File: config.mk
export PLATFORM = sky130hd
export DESIGN_NAME = phase_sequencer
export DESIGN_NICKNAME = d
export VERILOG_FILES = /design/src/rtl/phase_sequencer.sv
export SDC_FILE = /design/constraint.sdc
export NUM_CORES = 1
export LEC_CHECK = 0
export CAP_MARGIN = 20
export CORE_UTILIZATION = 63
export CTS_CLUSTER_DIAMETER = 30
export DETAILED_ROUTE_END_ITERATION = 16
export HOLD_SLACK_MARGIN = 0.08
export PLACE_DENSITY = 0.81
export REMOVE_ABC_BUFFERS = 1
export SLEW_MARGIN = 25
export SYNTH_ARGS = -nofsm -noshare
export SYNTH_HDL_FRONTEND = slang
export SYNTH_SLANG_ARGS = --single-unit
File: constraint.sdc
create_clock -name clk -period 6.5 [get_ports clk]
set_input_delay 0.975 -clock clk [delete_from_list [all_inputs] [get_ports clk]]
set_output_delay 0.975 -clock clk [all_outputs]
set_load 0.02 [all_outputs]
File: src/rtl/phase_sequencer.sv
`default_nettype none
// ============================================================================
// Module      : phase_sequencer
// Description : Table-driven phase sequencer for the countdown timer.
//               Steps through up to DEPTH programmed phases. Each phase loads
//               the timer with its preset, drives its output pattern and
//               waits for timer_done before moving on.
// Ports       : clk, rst           - clock, asynchronous active-high reset
//               cfg_we/addr/preset/out/last - host table write port
//               start, abort       - run request / synchronous stop
//               timer_done         - done from the downstream timer
//               timer_load/preset  - registered load pulse and preset
//               phase_out          - current phase pattern
//               phase_idx          - current table entry
//               busy, seq_done     - running flag, completion pulse
//               loops              - extra pass count (PHASE_SEQ_LOOP_EN only)
// Options     : PHASE_SEQ_LOOP_EN - adds the loops input and repeat passes
// Revision    : 1.0 - initial release
// ============================================================================
module phase_sequencer #(
   parameter int                 WIDTH    = 16,
   parameter int                 OUT_W    = 8,
   parameter int                 DEPTH    = 8,
   parameter int                 AW       = 3,
   parameter logic [OUT_W-1:0]   IDLE_OUT = '0
) (
   input  logic             clk,
   input  logic             rst,
   input  logic             cfg_we,
   input  logic [AW-1:0]    cfg_addr,
   input  logic [WIDTH-1:0] cfg_preset,
   input  logic [OUT_W-1:0] cfg_out,
   input  logic             cfg_last,
   input  logic             start,
   input  logic             abort,
   input  logic             timer_done,
`ifdef PHASE_SEQ_LOOP_EN
   input  logic [7:0]       loops,
`endif
   output logic             timer_load,
   output logic [WIDTH-1:0] timer_preset,
   output logic [OUT_W-1:0] phase_out,
   output logic [AW-1:0]    phase_idx,
   output logic             busy,
   output logic             seq_done
);

   // WAIT is split into its first cycle (timer_done ignored, it may still
   // reflect the previous phase) and the remaining cycles.
   typedef enum logic [2:0] {
      S_IDLE       = 3'd0,
      S_LOAD       = 3'd1,
      S_WAIT_FIRST = 3'd2,
      S_WAIT       = 3'd3,
      S_FINISH     = 3'd4
   } state_t;

   state_t             state_q, state_d;
   logic [AW-1:0]      idx_q, idx_d;
   logic               last_q, last_d;
   logic               load_q, load_d;
   logic [WIDTH-1:0]   preset_q, preset_d;
   logic [OUT_W-1:0]   out_q, out_d;
   logic               busy_q, busy_d;
   logic               done_q, done_d;
`ifdef PHASE_SEQ_LOOP_EN
   logic [7:0]         loops_q, loops_d;
`endif

   logic               load_now;
   logic [AW-1:0]      load_idx;

   // Phase table: not reset, host programs it before the first run.
   logic [WIDTH-1:0]   tbl_preset_q [DEPTH];
   logic [OUT_W-1:0]   tbl_out_q    [DEPTH];
   logic               tbl_last_q   [DEPTH];

   always_ff @(posedge clk) begin
      if (cfg_we) begin
         tbl_preset_q[cfg_addr] <= cfg_preset;
         tbl_out_q[cfg_addr]    <= cfg_out;
         tbl_last_q[cfg_addr]   <= cfg_last;
      end
   end

   always_comb begin
      state_d  = state_q;
      idx_d    = idx_q;
      last_d   = last_q;
      load_d   = 1'b0;
      preset_d = preset_q;
      out_d    = out_q;
      busy_d   = busy_q;
      done_d   = 1'b0;
`ifdef PHASE_SEQ_LOOP_EN
      loops_d  = loops_q;
`endif
      load_now = 1'b0;
      load_idx = idx_q;

      case (state_q)
         S_IDLE: begin
            if (start && !abort) begin
               load_now = 1'b1;
               load_idx = '0;
`ifdef PHASE_SEQ_LOOP_EN
               loops_d  = loops;
`endif
            end
         end
         S_LOAD: begin
            state_d = S_WAIT_FIRST;
         end
         S_WAIT_FIRST: begin
            state_d = S_WAIT;
         end
         S_WAIT: begin
            if (timer_done) begin
               if (!last_q) begin
                  load_now = 1'b1;
                  load_idx = idx_q + 1'b1;
               end
`ifdef PHASE_SEQ_LOOP_EN
               else if (loops_q != 8'd0) begin
                  // Straight back to entry 0, no idle gap between passes.
                  loops_d  = loops_q - 8'd1;
                  load_now = 1'b1;
                  load_idx = '0;
               end
`endif
               else begin
                  state_d = S_FINISH;
                  out_d   = IDLE_OUT;
                  done_d  = 1'b1;
               end
            end
         end
         S_FINISH: begin
            state_d = S_IDLE;
            busy_d  = 1'b0;
         end
         default: begin
            state_d = S_IDLE;
            out_d   = IDLE_OUT;
            busy_d  = 1'b0;
         end
      endcase

      // The table entry is sampled only here, on the edge entering LOAD,
      // so writes to entries not yet reached affect the current run.
      if (load_now) begin
         state_d  = S_LOAD;
         idx_d    = load_idx;
         load_d   = 1'b1;
         preset_d = tbl_preset_q[load_idx];
         out_d    = tbl_out_q[load_idx];
         last_d   = tbl_last_q[load_idx] || (load_idx == AW'(DEPTH - 1));
         busy_d   = 1'b1;
      end

      // Abort overrides everything, including timer_done and looping.
      if (abort && (state_q != S_IDLE)) begin
         state_d = S_IDLE;
         idx_d   = idx_q;
         load_d  = 1'b0;
         out_d   = IDLE_OUT;
         busy_d  = 1'b0;
         done_d  = 1'b0;
      end
   end

   always_ff @(posedge clk or posedge rst) begin
      if (rst) begin
         state_q  <= S_IDLE;
         idx_q    <= '0;
         last_q   <= 1'b0;
         load_q   <= 1'b0;
         preset_q <= '0;
         out_q    <= IDLE_OUT;
         busy_q   <= 1'b0;
         done_q   <= 1'b0;
`ifdef PHASE_SEQ_LOOP_EN
         loops_q  <= 8'd0;
`endif
      end else begin
         state_q  <= state_d;
         idx_q    <= idx_d;
         last_q   <= last_d;
         load_q   <= load_d;
         preset_q <= preset_d;
         out_q    <= out_d;
         busy_q   <= busy_d;
         done_q   <= done_d;
`ifdef PHASE_SEQ_LOOP_EN
         loops_q  <= loops_d;
`endif
      end
   end

   assign timer_load   = load_q;
   assign timer_preset = preset_q;
   assign phase_out    = out_q;
   assign phase_idx    = idx_q;
   assign busy         = busy_q;
   assign seq_done     = done_q;

endmodule
`default_nettype wire
Word level (Yosys, flattened, before mapping):

Memories as Yosys holds them, arrays and structs flattened. A register that Yosys moved wholly into a read port is not among the register bits.
Cells that the tools add are included.

* register bits: 18
* bits in latches: 0
* RAM bits: 200
* memory bits (read-only): 0
* bits of input ports: 34
* logic and storage cells: 62
* memories kept: 3

Memories
* tbl_preset_q: depth 8, bits a word 16, rd ports 1, clocked after Yosys merged registers in 1, write ports 1, RTL line 74 `logic [WIDTH-1:0] tbl_preset_q [DEPTH];`
* tbl_out_q: depth 8, bits a word 8, rd ports 1, clocked after Yosys merged registers in 0, write ports 1, RTL line 75 `logic [OUT_W-1:0] tbl_out_q [DEPTH];`
* tbl_last_q: depth 8, bits a word 1, rd ports 1, clocked after Yosys merged registers in 0, write ports 1, RTL line 76 `logic tbl_last_q [DEPTH];`

* $add $sub $neg: 1
* multiply operators: 0
* div/mod/pow operators: 0
* magnitude comparators: 0
* equality and inequality tests: 10
* shifts and indexed selects: 0
* muxes and demuxes: 29
* bitwise logic cells: 1
* reductions and logical operators: 11

Operators by type and width (count)
* $mux W8: 4
* $mux W3: 7
* $pmux W8 S2: 1
* $mux W1: 14
* $pmux W3 S4: 1
* $ne A4 B4 Y1 const B: 2
* $reduce_or A4 Y1: 2
* $eq A3 B2 Y1 const B: 2
* $eq A3 B3 Y1 const B: 2
* $ne A3 B1 Y1 const B: 2
* $pmux W3 S2: 1
* $reduce_and A3 Y1: 2
* $add A3 B1 Y3 const B: 1
* $eq A3 B1 Y1 const B: 1
* $logic_not A3 Y1: 1
* $ne A3 B3 Y1 const B: 1
* $reduce_bool A3 Y1: 1
* $logic_and A1 B1 Y1: 2
* $pmux W1 S2: 1
* $reduce_and A2 Y1: 1
* $logic_not A1 Y1: 1
* $logic_or A1 B1 Y1: 1
* $not A1 Y1: 1

Longest topological paths before layout:

An unclocked memory read counts as a cell.

* word-level depth: 7
* mapped depth: 11
* mapped depth without buffers: 7

Least setup slack after synthesis:

No wires, ideal clock.

* kind: input to register
* start point: in cfg_addr[1]
* end point: mem tbl_last_q[0], enable pin
* setup time: 439 ps
* arrival time: 2891 ps
* setup slack: 3170 ps
* stages: 2
* path buffers: 0
* cell sequence: nand2b_1 nor3_1

RTL lines
* start, declared: RTL line 30 `input logic [AW-1:0] cfg_addr,`
* end, declared: RTL line 76

Straight into the memory's write port.

Worst setup path after layout:

* start point: in timer_done
* end point: reg preset_q[7], in the netlist timer_preset[7], read port of tbl_preset_q

* longest elaborated chain between the ends: 2
* elaborated cells between the ends (all ways): 4
* classes of those cells: 4 x mux

RTL lines
* start, declared: RTL line 36 `input logic timer_done,`
* $mux W3 / $mux W1 (equally long branches): RTL line 118 `if (timer_done) begin`
* $pmux W3 S2 / $pmux W1 S2 (equally long branches): RTL line 101 `case (state_q)`
* end, declared: RTL line 62 `logic [WIDTH-1:0] preset_q, preset_d;`

Several ways; a longest one is shown, not always the timed one.
A chain may end at the register's enable or synchronous reset.

==> run metrics <==
slew margin rel.=0.329; RSZ-0062 raised after global routing=no; CTS resizes=0; Mapped Area=9150 um^2; Synth top area share=0.653; H-tree depth reported by CTS=2; Max Fanout on Critical Path=19; gr usage total=0.292; # setup viols final=0; wire length per cell=approximately 25 um; share of cells above drive strength 1=0.210; unique cell type count in the Yosys netlist=between 50 and 60; Clock Root Buffer=clkbuf_16; VDD IR-drop max=~0.44 mV; clock skew=~19 ps; Post-route DRC=0; EDFF count, synth=about 200; min Tclk post-route=between 3000 and 4000 ps; initial antenna violation count=0; post-synthesis sequential area ratio=0.746; setup bufs post-CTS=0; I/O Buffers=63; Post-DRT Antenna Nets=0; dpl hpwl=between 10000 and 15000 um; LEAKAGE=between 4 and 5 nW; post-synthesis cell count=528; crit start category=input port; crit share post-route=0.586; Final Hold Viols=0; Synth area leaders=edfxtp_1 65%, dfrtp_1 9.3%, mux2i_1 7.0%; ant diodes=0; total power=a little under 5 mW; GPL Wtd Cong=roughly 1.0; CTS Buf Count=39; largest net degree at the start of global routing=a little under 60; via count=5468; Seq cells post-synth=233; 1st-pass router iterations=5; # rows=43; Die ar.=around 15000 um^2; outcome=finished clean; first-pass GRT wire length=between 30000 and 40000 um; area delta synth->final=24.7%; Max Transition Viols Final=0; GRT Residual Overflow=0; CTS tree=yes; Fillers=around 670; TritonCTS Sinks=roughly 230; Max clock buf depth=3; CP required=roughly 6900 ps; power density over the cells=~430 nW/um^2; die width=around 120 um; vias per cell=6.54; Skew-Pair Late Insertion Delay=a little over 500 ps; Commonest cells post-synth=199 x edfxtp_1, 64 x mux2i_1, 34 x dfrtp_1; Crit Path Class=input port to flop; number of global-route vias before repair=between 5000 and 6000; Worst EP arrival=roughly 4200 ps; Avg Cell Area, Syn=~17 um^2; type of the worst min-delay path=flop to flop; initial core utilization=0.652; Final #Nets=662; detailed router's first-iteration violation count=569; Setup TNS=0 ps; Post-Route WL=approximately 21000 um; Async S/R FF share, synth=0.146; placeable core region=about 14000 um^2; Yosys top cell by area=edfxtp_1; maximum clock frequency=263 MHz; cell with the most instances after synthesis=edfxtp_1; Crit. End Element=flop; Yosys warnings=0; # IOs=64; Die Y=between 100 and 150 um; Slew @ Worst Pin=about 1000 ps; clock-pin slew on the worst setup and hold paths=~50 ps; hold_buf cts=0; Max-cap violations=0; Post-synth top flop=edfxtp_1
[critical path: stages]
cell	delay [ps]
clkdlybuf4s50_1	530
and3_1	320
a21oi_1	260
o21ai_4	710
buf_4	420
mux4_2	530
nor2b_1	140
a221o_1	290
[through the flow]
stage | util | worst slack [ps] | area (um^2) | instances | hold slack, ps
floorplan | - | 2780 | 9040 | 509 | 486
global placement | 0.715 | 2270 | 10000 | 766 | 494
detailed placement | 0.716 | 2210 | 10100 | 766 | 512
CTS | 0.813 | 2690 | 11400 | 836 | 523
global route | 0.813 | 2510 | 11400 | 836 | 540
finish | 0.813 | 2690 | 11400 | 836 | 514
[cells by family (layout without fill, tap and decap cells)]
| family | after synthesis | count (layout) | synth area share |
|---|---|---|---|
| DFF | 233 | 233 | 0.746 |
| xor gates and xnor gates | 1 | 1 | 0.000957 |
| muxes | 96 | 96 | 0.119 |
| adders and majority gates | 1 | 1 | 0.00137 |
| buffers and inverters | 23 | 151 | 0.0144 |
| AOI/OAI and AO/OA | 84 | 84 | 0.0710 |
| and+or+nand+nor | 90 | 90 | 0.0473 |
[final timing paths]
check	depth (start not counted)	slack (ps)	startpoint	end
min reg2reg	1	510	phase_out[7]	phase_out[7]
max reg2reg	7	3200	state_q[2]	timer_preset[7]
min	1	510	phase_out[7]	phase_out[7]
min in group asynchronous	3	920	rst	timer_preset[1]
max	8	2690	timer_done	timer_preset[7]
max in group asynchronous	3	5180	rst	timer_preset[7]
[flip-flops by register name, indices dropped and copies added (netlist names), 3 cells and up]
signal / count
phase_out: 8
tbl_out_q: 64
tbl_preset_q: 128
phase_idx: 3
state_q: 3
tbl_last_q: 7
timer_preset: 16
[layer usage]
layer / GRT usage / part of all wire / wire length (um)
met1: 0.387 / 0.39 / 8030
met5: 0 / 0 / 0
met3: 0.0586 / 0.086 / 1780
met4: 0.127 / 0.026 / 544
met2: 0.474 / 0.50 / 10400
[layout by cell type, fill, tap and decap left out, drive strengths merged, types with 2 or more instances in the layout]
cell type      instances
a21oi                  4
o21a                   2
o221a                 13
a22oi                  3
dfrtp                 34
nand3                  4
nand2b                 4
edfxtp               199
and2                   5
nor3                   6
and3                   7
inv                   11
mux2i                 64
nor2                  32
bufinv                 6
clkbuf                43
mux2                  24
clkdlybuf4s50         63
mux4                   8
o22a                   5
nand2                 24
or2                    2
a221o                  8
o21ai                 14
a221oi                 5
nor2b                  3
clkinv                12
a31oi                  6
clkinvlp               2
o22ai                 16
buf                   14
[where the power goes]
group,switching [mW],internal [mW]
Clock,0.713,1.40
Combinational,0.560,0.456
Sequential,0.0752,1.75
Total,1.35,3.61
[cell type report]
class                   count  area [um^2]  share of cell area
flip-flops and latches    233         6830               0.598
multi-input cells         272         2250               0.197
clock buffers              43         1040              0.0914
repair buffers             77          736              0.0645
clock inverters            27          318              0.0278
well taps                 180          225              0.0197
inverters                   4         15.0             0.00132
Power figures use the tool's default switching activity.
